$ cat src/rtl/rggen_axi4lite_front_end_pkg.sv
`default_nettype none
// ============================================================================
//  Module      : rggen_axi4lite_front_end_pkg
//  Description : Shared rggen register-bus access/status codes and helpers
//                used by the AXI4-Lite front end.
//  Revision    : 1.0 - initial release
// ============================================================================
package rggen_axi4lite_front_end_pkg;

    // Register-bus access codes
    localparam logic [1:0] RGGEN_READ        = 2'b10;
    localparam logic [1:0] RGGEN_WRITE       = 2'b11;

    // Register-bus status codes (numerically identical to AXI OKAY/SLVERR)
    localparam logic [1:0] RGGEN_OKAY        = 2'b00;
    localparam logic [1:0] RGGEN_SLAVE_ERROR = 2'b10;

    function automatic logic [1:0] rggen_access_code(input logic is_write);
        return is_write ? RGGEN_WRITE : RGGEN_READ;
    endfunction

endpackage
`default_nettype wire

$ cat src/rtl/rggen_hold_slot.sv
`default_nettype none
// ============================================================================
//  Module      : rggen_hold_slot
//  Description : One-entry valid/ready holding register. Loads on its own
//                handshake, holds until i_release, and presents a registered
//                ready that equals "slot empty in the coming cycle".
//  Ports       : i_clk, i_rst            - clock, async active-high reset
//                i_valid/o_ready/i_data  - upstream handshake and payload
//                i_release               - frees the slot at this edge
//                o_full/o_data           - held entry
//  Revision    : 1.0 - initial release
// ============================================================================
module rggen_hold_slot #(
    parameter int WIDTH = 8
) (
    input  logic             i_clk,
    input  logic             i_rst,
    input  logic             i_valid,
    output logic             o_ready,
    input  logic [WIDTH-1:0] i_data,
    input  logic             i_release,
    output logic             o_full,
    output logic [WIDTH-1:0] o_data
);

    logic             r_full;
    logic             r_ready;
    logic [WIDTH-1:0] r_data;
    logic             w_load;
    logic             w_full_next;

    // r_ready mirrors !r_full, so load and release never coincide.
    assign w_load      = i_valid && r_ready;
    assign w_full_next = w_load || (r_full && !i_release);

    always_ff @(posedge i_clk or posedge i_rst) begin
        if (i_rst) begin
            r_full  <= 1'b0;
            r_ready <= 1'b0;
            r_data  <= '0;
        end else begin
            r_full  <= w_full_next;
            r_ready <= !w_full_next;
            if (w_load) begin
                r_data <= i_data;
            end
        end
    end

    assign o_ready = r_ready;
    assign o_full  = r_full;
    assign o_data  = r_data;

endmodule
`default_nettype wire

$ cat src/rtl/rggen_axi4lite_front_end.sv
`default_nettype none
// ============================================================================
//  Module      : rggen_axi4lite_front_end
//  Description : AXI4-Lite slave front end feeding the rggen register bus.
//                AW, W and AR are buffered independently; a three-state FSM
//                (IDLE, BUS_ACCESS, RESPONSE) arbitrates, issues one bus
//                request at a time and returns the result on B or R.
//  Ports       : i_clk, i_rst                - clock, async active-high reset
//                AXI AW/W/B/AR/R channels    - slave side
//                o_bus_* / i_bus_*           - register bus to the adapter
//  Revision    : 1.0 - initial release
// ============================================================================
module rggen_axi4lite_front_end
    import rggen_axi4lite_front_end_pkg::*;
#(
    parameter int ADDRESS_WIDTH = 8,
    parameter int BUS_WIDTH     = 32,
    parameter int STROBE_WIDTH  = BUS_WIDTH / 8
) (
    input  logic                     i_clk,
    input  logic                     i_rst,
    input  logic                     i_awvalid,
    output logic                     o_awready,
    input  logic [ADDRESS_WIDTH-1:0] i_awaddr,
    input  logic                     i_wvalid,
    output logic                     o_wready,
    input  logic [BUS_WIDTH-1:0]     i_wdata,
    input  logic [STROBE_WIDTH-1:0]  i_wstrb,
    output logic                     o_bvalid,
    input  logic                     i_bready,
    output logic [1:0]               o_bresp,
    input  logic                     i_arvalid,
    output logic                     o_arready,
    input  logic [ADDRESS_WIDTH-1:0] i_araddr,
    output logic                     o_rvalid,
    input  logic                     i_rready,
    output logic [BUS_WIDTH-1:0]     o_rdata,
    output logic [1:0]               o_rresp,
    output logic                     o_bus_valid,
    output logic [1:0]               o_bus_access,
    output logic [ADDRESS_WIDTH-1:0] o_bus_address,
    output logic [BUS_WIDTH-1:0]     o_bus_write_data,
    output logic [STROBE_WIDTH-1:0]  o_bus_strobe,
    input  logic                     i_bus_ready,
    input  logic [1:0]               i_bus_status,
    input  logic [BUS_WIDTH-1:0]     i_bus_read_data
);

    localparam logic [1:0] c_STATE_IDLE       = 2'd0;
    localparam logic [1:0] c_STATE_BUS_ACCESS = 2'd1;
    localparam logic [1:0] c_STATE_RESPONSE   = 2'd2;
    localparam int         c_W_WIDTH          = BUS_WIDTH + STROBE_WIDTH;

    logic [1:0]               r_state;
    logic                     r_select_write;
    logic                     r_last_write;     // 0 = read served last
    logic [1:0]               r_bresp;
    logic [1:0]               r_rresp;
    logic [BUS_WIDTH-1:0]     r_rdata;

    logic                     w_aw_full;
    logic                     w_w_full;
    logic                     w_ar_full;
    logic [ADDRESS_WIDTH-1:0] w_aw_addr;
    logic [ADDRESS_WIDTH-1:0] w_ar_addr;
    logic [c_W_WIDTH-1:0]     w_w_payload;
    logic                     w_write_pending;
    logic                     w_read_pending;
    logic                     w_pick_write;
    logic                     w_bus_valid;
    logic                     w_bus_done;
    logic                     w_resp_done;

    // ------------------------------------------------------------------
    // Channel buffers
    // ------------------------------------------------------------------
    rggen_hold_slot #(.WIDTH(ADDRESS_WIDTH)) u_aw_slot (
        .i_clk     (i_clk),
        .i_rst     (i_rst),
        .i_valid   (i_awvalid),
        .o_ready   (o_awready),
        .i_data    (i_awaddr),
        .i_release (w_bus_done && r_select_write),
        .o_full    (w_aw_full),
        .o_data    (w_aw_addr)
    );

    rggen_hold_slot #(.WIDTH(c_W_WIDTH)) u_w_slot (
        .i_clk     (i_clk),
        .i_rst     (i_rst),
        .i_valid   (i_wvalid),
        .o_ready   (o_wready),
        .i_data    ({i_wstrb, i_wdata}),
        .i_release (w_bus_done && r_select_write),
        .o_full    (w_w_full),
        .o_data    (w_w_payload)
    );

    rggen_hold_slot #(.WIDTH(ADDRESS_WIDTH)) u_ar_slot (
        .i_clk     (i_clk),
        .i_rst     (i_rst),
        .i_valid   (i_arvalid),
        .o_ready   (o_arready),
        .i_data    (i_araddr),
        .i_release (w_bus_done && !r_select_write),
        .o_full    (w_ar_full),
        .o_data    (w_ar_addr)
    );

    // ------------------------------------------------------------------
    // Arbitration and control
    // ------------------------------------------------------------------
    assign w_write_pending = w_aw_full && w_w_full;
    assign w_read_pending  = w_ar_full;
    // On contention serve the kind that was not served last.
    assign w_pick_write    = w_write_pending && (!w_read_pending || !r_last_write);
    assign w_bus_valid     = (r_state == c_STATE_BUS_ACCESS);
    assign w_bus_done      = w_bus_valid && i_bus_ready;
    assign w_resp_done     = (o_bvalid && i_bready) || (o_rvalid && i_rready);

    always_ff @(posedge i_clk or posedge i_rst) begin
        if (i_rst) begin
            r_state        <= c_STATE_IDLE;
            r_select_write <= 1'b0;
            r_last_write   <= 1'b0;
            r_bresp        <= 2'b00;
            r_rresp        <= 2'b00;
            r_rdata        <= '0;
        end else begin
            case (r_state)
                c_STATE_IDLE: begin
                    if (w_write_pending || w_read_pending) begin
                        r_select_write <= w_pick_write;
                        r_state        <= c_STATE_BUS_ACCESS;
                    end
                end
                c_STATE_BUS_ACCESS: begin
                    if (i_bus_ready) begin
                        r_last_write <= r_select_write;
                        if (r_select_write) begin
                            r_bresp <= i_bus_status;
                        end else begin
                            r_rresp <= i_bus_status;
                            r_rdata <= i_bus_read_data;
                        end
                        r_state <= c_STATE_RESPONSE;
                    end
                end
                c_STATE_RESPONSE: begin
                    if (w_resp_done) begin
                        r_state <= c_STATE_IDLE;
                    end
                end
                default: begin
                    r_state <= c_STATE_IDLE;
                end
            endcase
        end
    end

    // ------------------------------------------------------------------
    // Outputs: bus fields are zero whenever no request is presented.
    // ------------------------------------------------------------------
    assign o_bus_valid      = w_bus_valid;
    assign o_bus_access     = w_bus_valid ? rggen_access_code(r_select_write) : 2'b00;
    assign o_bus_address    = !w_bus_valid  ? '0
                            : r_select_write ? w_aw_addr : w_ar_addr;
    assign o_bus_write_data = (w_bus_valid && r_select_write) ? w_w_payload[BUS_WIDTH-1:0] : '0;
    assign o_bus_strobe     = !w_bus_valid  ? '0
                            : r_select_write ? w_w_payload[BUS_WIDTH +: STROBE_WIDTH] : '1;

    assign o_bvalid = (r_state == c_STATE_RESPONSE) &&  r_select_write;
    assign o_rvalid = (r_state == c_STATE_RESPONSE) && !r_select_write;
    assign o_bresp  = r_bresp;
    assign o_rresp  = r_rresp;
    assign o_rdata  = r_rdata;

endmodule
`default_nettype wire
$ cat config.mk
export PLATFORM = sky130hd
export DESIGN_NAME = rggen_axi4lite_front_end
export DESIGN_NICKNAME = d
export VERILOG_FILES = /design/src/rtl/rggen_axi4lite_front_end_pkg.sv /design/src/rtl/rggen_hold_slot.sv /design/src/rtl/rggen_axi4lite_front_end.sv
export SDC_FILE = /design/constraint.sdc
export NUM_CORES = 1
export LEC_CHECK = 0
export BUFFER_PORTS_ARGS = -buffer_cell sky130_fd_sc_hd__buf_2
export CORE_UTILIZATION = 49
export CTS_BUF_LIST = sky130_fd_sc_hd__clkbuf_8
export CTS_CLUSTER_DIAMETER = 200
export DETAILED_ROUTE_END_ITERATION = 16
export HOLD_SLACK_MARGIN = 0.12
export PLACE_DENSITY_LB_ADDON = 0.2
export SLEW_MARGIN = 20
export SYNTH_ARGS = -nofsm -noshare
export SYNTH_HDL_FRONTEND = slang
export SYNTH_SLANG_ARGS = --single-unit
$ cat constraint.sdc
create_clock -name i_clk -period 3.38 [get_ports i_clk]
set_clock_uncertainty 0.05 [all_clocks]
set_input_delay 0 -clock i_clk [delete_from_list [all_inputs] [get_ports i_clk]]
set_output_delay 0 -clock i_clk [all_outputs]
set_load 0.03 [all_outputs]
==> results by group <==
Job
  – Max capacitance violation total: 0

Logic synthesis
  – Proportion of register bits with asynchronous set or reset after synthesis: 100%
  – Mean post-synth cell area: between 10 and 15 um2
  – Synthesized netlist net count: between 300 and 400
  – Post-synthesis cell type with the largest combined area: dfrtp_1
  – Cells taking the most area after synthesis: dfrtp_1 (60%), mux2_1 (17%), mux2_2 (7.7%)
  – Synth cell types: 27
  – Yosys warning count: 0
  – Register area share after synthesis: approximately three fifths
  – Top cells by count, synth: dfrtp_1 (98), mux2_1 (61), and2_1 (33), mux2_2 (28), nor2_1 (11)
  – Post-Synthesis Cell Area: 4110 um2
  – Most used flip-flop cell after synthesis: dfrtp_1
  – Post-Synthesis Cells: just under 300
  – Number of storage elements in the synthesis netlist: 98
  – Most frequently used cell type in the post-synthesis netlist: dfrtp_1
  – Area share of the largest cell type after synthesis: between 50% and 60%
  – Number of flops mapped to enable cells by yosys: 0

STA
  – Normalized max-slew margin: between 30% and 40%
  – Fmax achieved: 397 MHz
  – Setup_tns: 0 ns
  – Final number of setup-violating endpoints: 0
  – Final Slew Violations: 0
  – Clock period minus worst slack: 2.52 ns
  – Final hold vios: 0
  – Final cycle utilization of the critical path: approximately 75%
  – Actual transition at the worst max-transition pin: about 0.9 ns
  – Setup repair after global routing missed its margin: false

Finish
  – Number of antenna repair diodes: 0
  – Layout cells sized above 1: between 40% and 50%
  – Area Growth Syn to Fin: 50.7%
  – Post-route insts no fill: around 670
  – Net count, final: around 650

Pwr
  – Standby leakage power: 3.08 nW
  – Peak ir drop on the vdd network: a little over 0.5 mV
  – Pwr Density: 900 nW/um2
  – Total power consumption of the routed design: between 5 and 6 mW

Clocking
  – CTS tree: built
  – CTS sink cnt: 98
  – Resize count post-CTS: 0
  – CTS Root Buffer Type: clkbuf_8
  – Number of CTS-inserted buffers: 9
  – Insertion delay to the later sink of the worst-skew pair: roughly 0.33 ns
  – H-tree depth reported by CTS: 3
  – CTS clock-pin slew for the worst setup and hold paths: 0.08 ns
  – Clk buf depth: 2

Route
  – Length of the first detailed-routing pass in iterations: 4
  – DR WL/cell: 14.5 um
  – Post-route ant nets: 0
  – Iteration-0 DRC count of the detailed router: 92
  – Routed wire length: between 9000 and 10000 um
  – Number of vias after detailed routing: between 3000 and 4000
  – Post-detailed-route via-to-cell ratio: 4.76
  – Post-detailed-route DRC marker count: 0

Global route
  – GR Overflow Total: 0
  – Initial antenna violation count: 0
  – GRT Resource Usage Total: a little under a quarter
  – Pin count of the biggest net entering global routing: a little under 80
  – First-pass GRT wire length: 15700 um
  – Number of global-route vias before repair: 3407

Critical path
  – Crit path capture type: output pin
  – Kind of cell adding the most delay to the critical path: simple AND/OR/NAND/NOR gates
  – CP Data Arrival Time: approximately 2.5 ns
  – Critical-path cell with the highest stage delay: and3b_1
  – Critical path type: reg2out
  – Reg-to-Reg Start: r_select_write
  – Crit-path max cell delay: between 0.8 and 0.9 ns
  – Cell count along the critical path: 3
  – Highest net fanout along the worst path: 33
  – Flop-to-flop setup slack: approximately 1.4 ns
  – Launching element type of the critical path: register
  – Cells along the critical path: and3b_1 > and2_1 > buf_2
  – Endpoint of the worst-slack reg-to-reg timing path: r_state[1]
  – Worst Reg-to-Reg Cells: 3
  – Required time worst endpoint: 3.33 ns
  – WP buf/inv: 1

Worst hold path
  – Startpoint of the worst hold path: i_arvalid
  – Worst min path class: in2reg
  – Worst Hold End: u_ar_slot.o_full
  – Hold-critical path depth: 3

Placed design
  – Placed cell count: 563
  – Hpwl dp: slightly above 6000 um
  – Weighted congestion at the end of routability-driven global placement: 0.757
  – Buffers on Ports: between 150 and 200

Die
  – Die boundary width: 93.6 um
  – Top-level port count: between 150 and 200
  – Placeable Area: just over 8000 um2
  – Die area: between 8000 and 9000 um2
  – Number of placement rows: 33
  – Initial Util: 50.3%
  – Overall die height: roughly 94 um

Run status
  – Outcome: finished, final reports clean
-- per-stage QoR --
step | setup slack (ns) | util, % | cell area [um2] | hold WS, ns
finish | 0.859 | 75.8 | 6190 | 0.156
global route | 0.617 | 75.8 | 6190 | 0.214
CTS | 0.769 | 75.8 | 6190 | 0.160
detailed placement | 1.14 | 62.1 | 5080 | 0.166
global placement | 1.29 | 62.1 | 5080 | 0.163
floorplan | 0.768 | - | 4110 | 0.0817
-- registers in the layout, summed over array words and instances (netlist names) --
register           count
u_w_slot.o_data       36
u_aw_slot.o_ready      1
u_w_slot.o_ready       1
u_ar_slot.o_ready      1
u_aw_slot.o_full       1
u_aw_slot.o_data       8
r_state                2
u_w_slot.o_full        1
o_bresp                2
u_ar_slot.o_data       8
o_rresp                2
r_select_write         1
r_last_write           1
o_rdata               32
u_ar_slot.o_full       1
-- repair_timing --
| item | in CTS | in global routing |
|---|---|---|
| hold buffers | 90 | 0 |
| hold endpoints to repair | 168 | 0 |
| buffers inserted | 0 | 0 |
-- worst max path at each step --
stage               slack [ns]      startpoint              endpoint
floorplan                 0.77           i_rst            o_bresp[0]
global placement          1.29  r_select_write  o_bus_write_data[16]
detailed placement        1.14  r_select_write  o_bus_write_data[24]
CTS                       0.77  r_select_write  o_bus_write_data[24]
global route              0.62  r_select_write  o_bus_write_data[18]
finish                    0.86  r_select_write  o_bus_write_data[25]
-- metal layers --
| metal | vias to the layer above | GRT usage [%] | part of all wire, % | wire (um) |
|---|---|---|---|---|
| li1 | 1525 | - | - | - |
| met1 | 1527 | 27.1 | 41 | 3950 |
| met2 | 117 | 43.2 | 52 | 5040 |
| met3 | 12 | 4.47 | 5.9 | 568 |
| met4 | 0 | 8.85 | 1.4 | 133 |
| met5 | - | 0 | 0 | 0 |
-- where the power goes --
part / switching [mW] / internal [mW] / total, mW / leakage (nW)
clock network: 0.374 / 0.432 / 0.806 / 0.110
registers: 0.337 / 1.77 / 2.10 / 1.16
logic: 1.63 / 1.03 / 2.67 / 1.82
-- kinds of logic after synthesis --
| family | Yosys count | synth area share [%] |
|---|---|---|
| simple gates | 56 | 8.37 |
| buf+inv | 23 | 3.20 |
| flops | 98 | 59.6 |
| mux | 97 | 26.3 |
| compound gates | 15 | 2.46 |
-- tightest hold or removal path, stage by stage --
cell and delay (ns):
buf_2 0.07, nand2_1 0.25, o21ai_1 0.17
-- layout by cell type, fill, tap and decap left out, drive strengths merged, types with 5 or more instances in the layout --
cell | netlist | routed
and2 | 33 | 33
buf | 14 | 185
clkbuf | 2 | 10
dfrtp | 98 | 98
dlygate4sd3 | 0 | 90
inv | 7 | 8
mux2 | 89 | 89
mux2i | 8 | 8
nor2 | 11 | 11
o21a | 5 | 5
-- layout make-up --
class                           instances  area, um2
Inverter                                7       28.8
Clock inverter                          5       80.1
Multi-Input combinational cell        168       1530
Tap cell                              105        131
Clock buffer                           10        138
Sequential cell                        98       2450
Timing Repair Buffer                  275       1840
Fill cell                             543       1980
(Power assumes the default switching activity.)
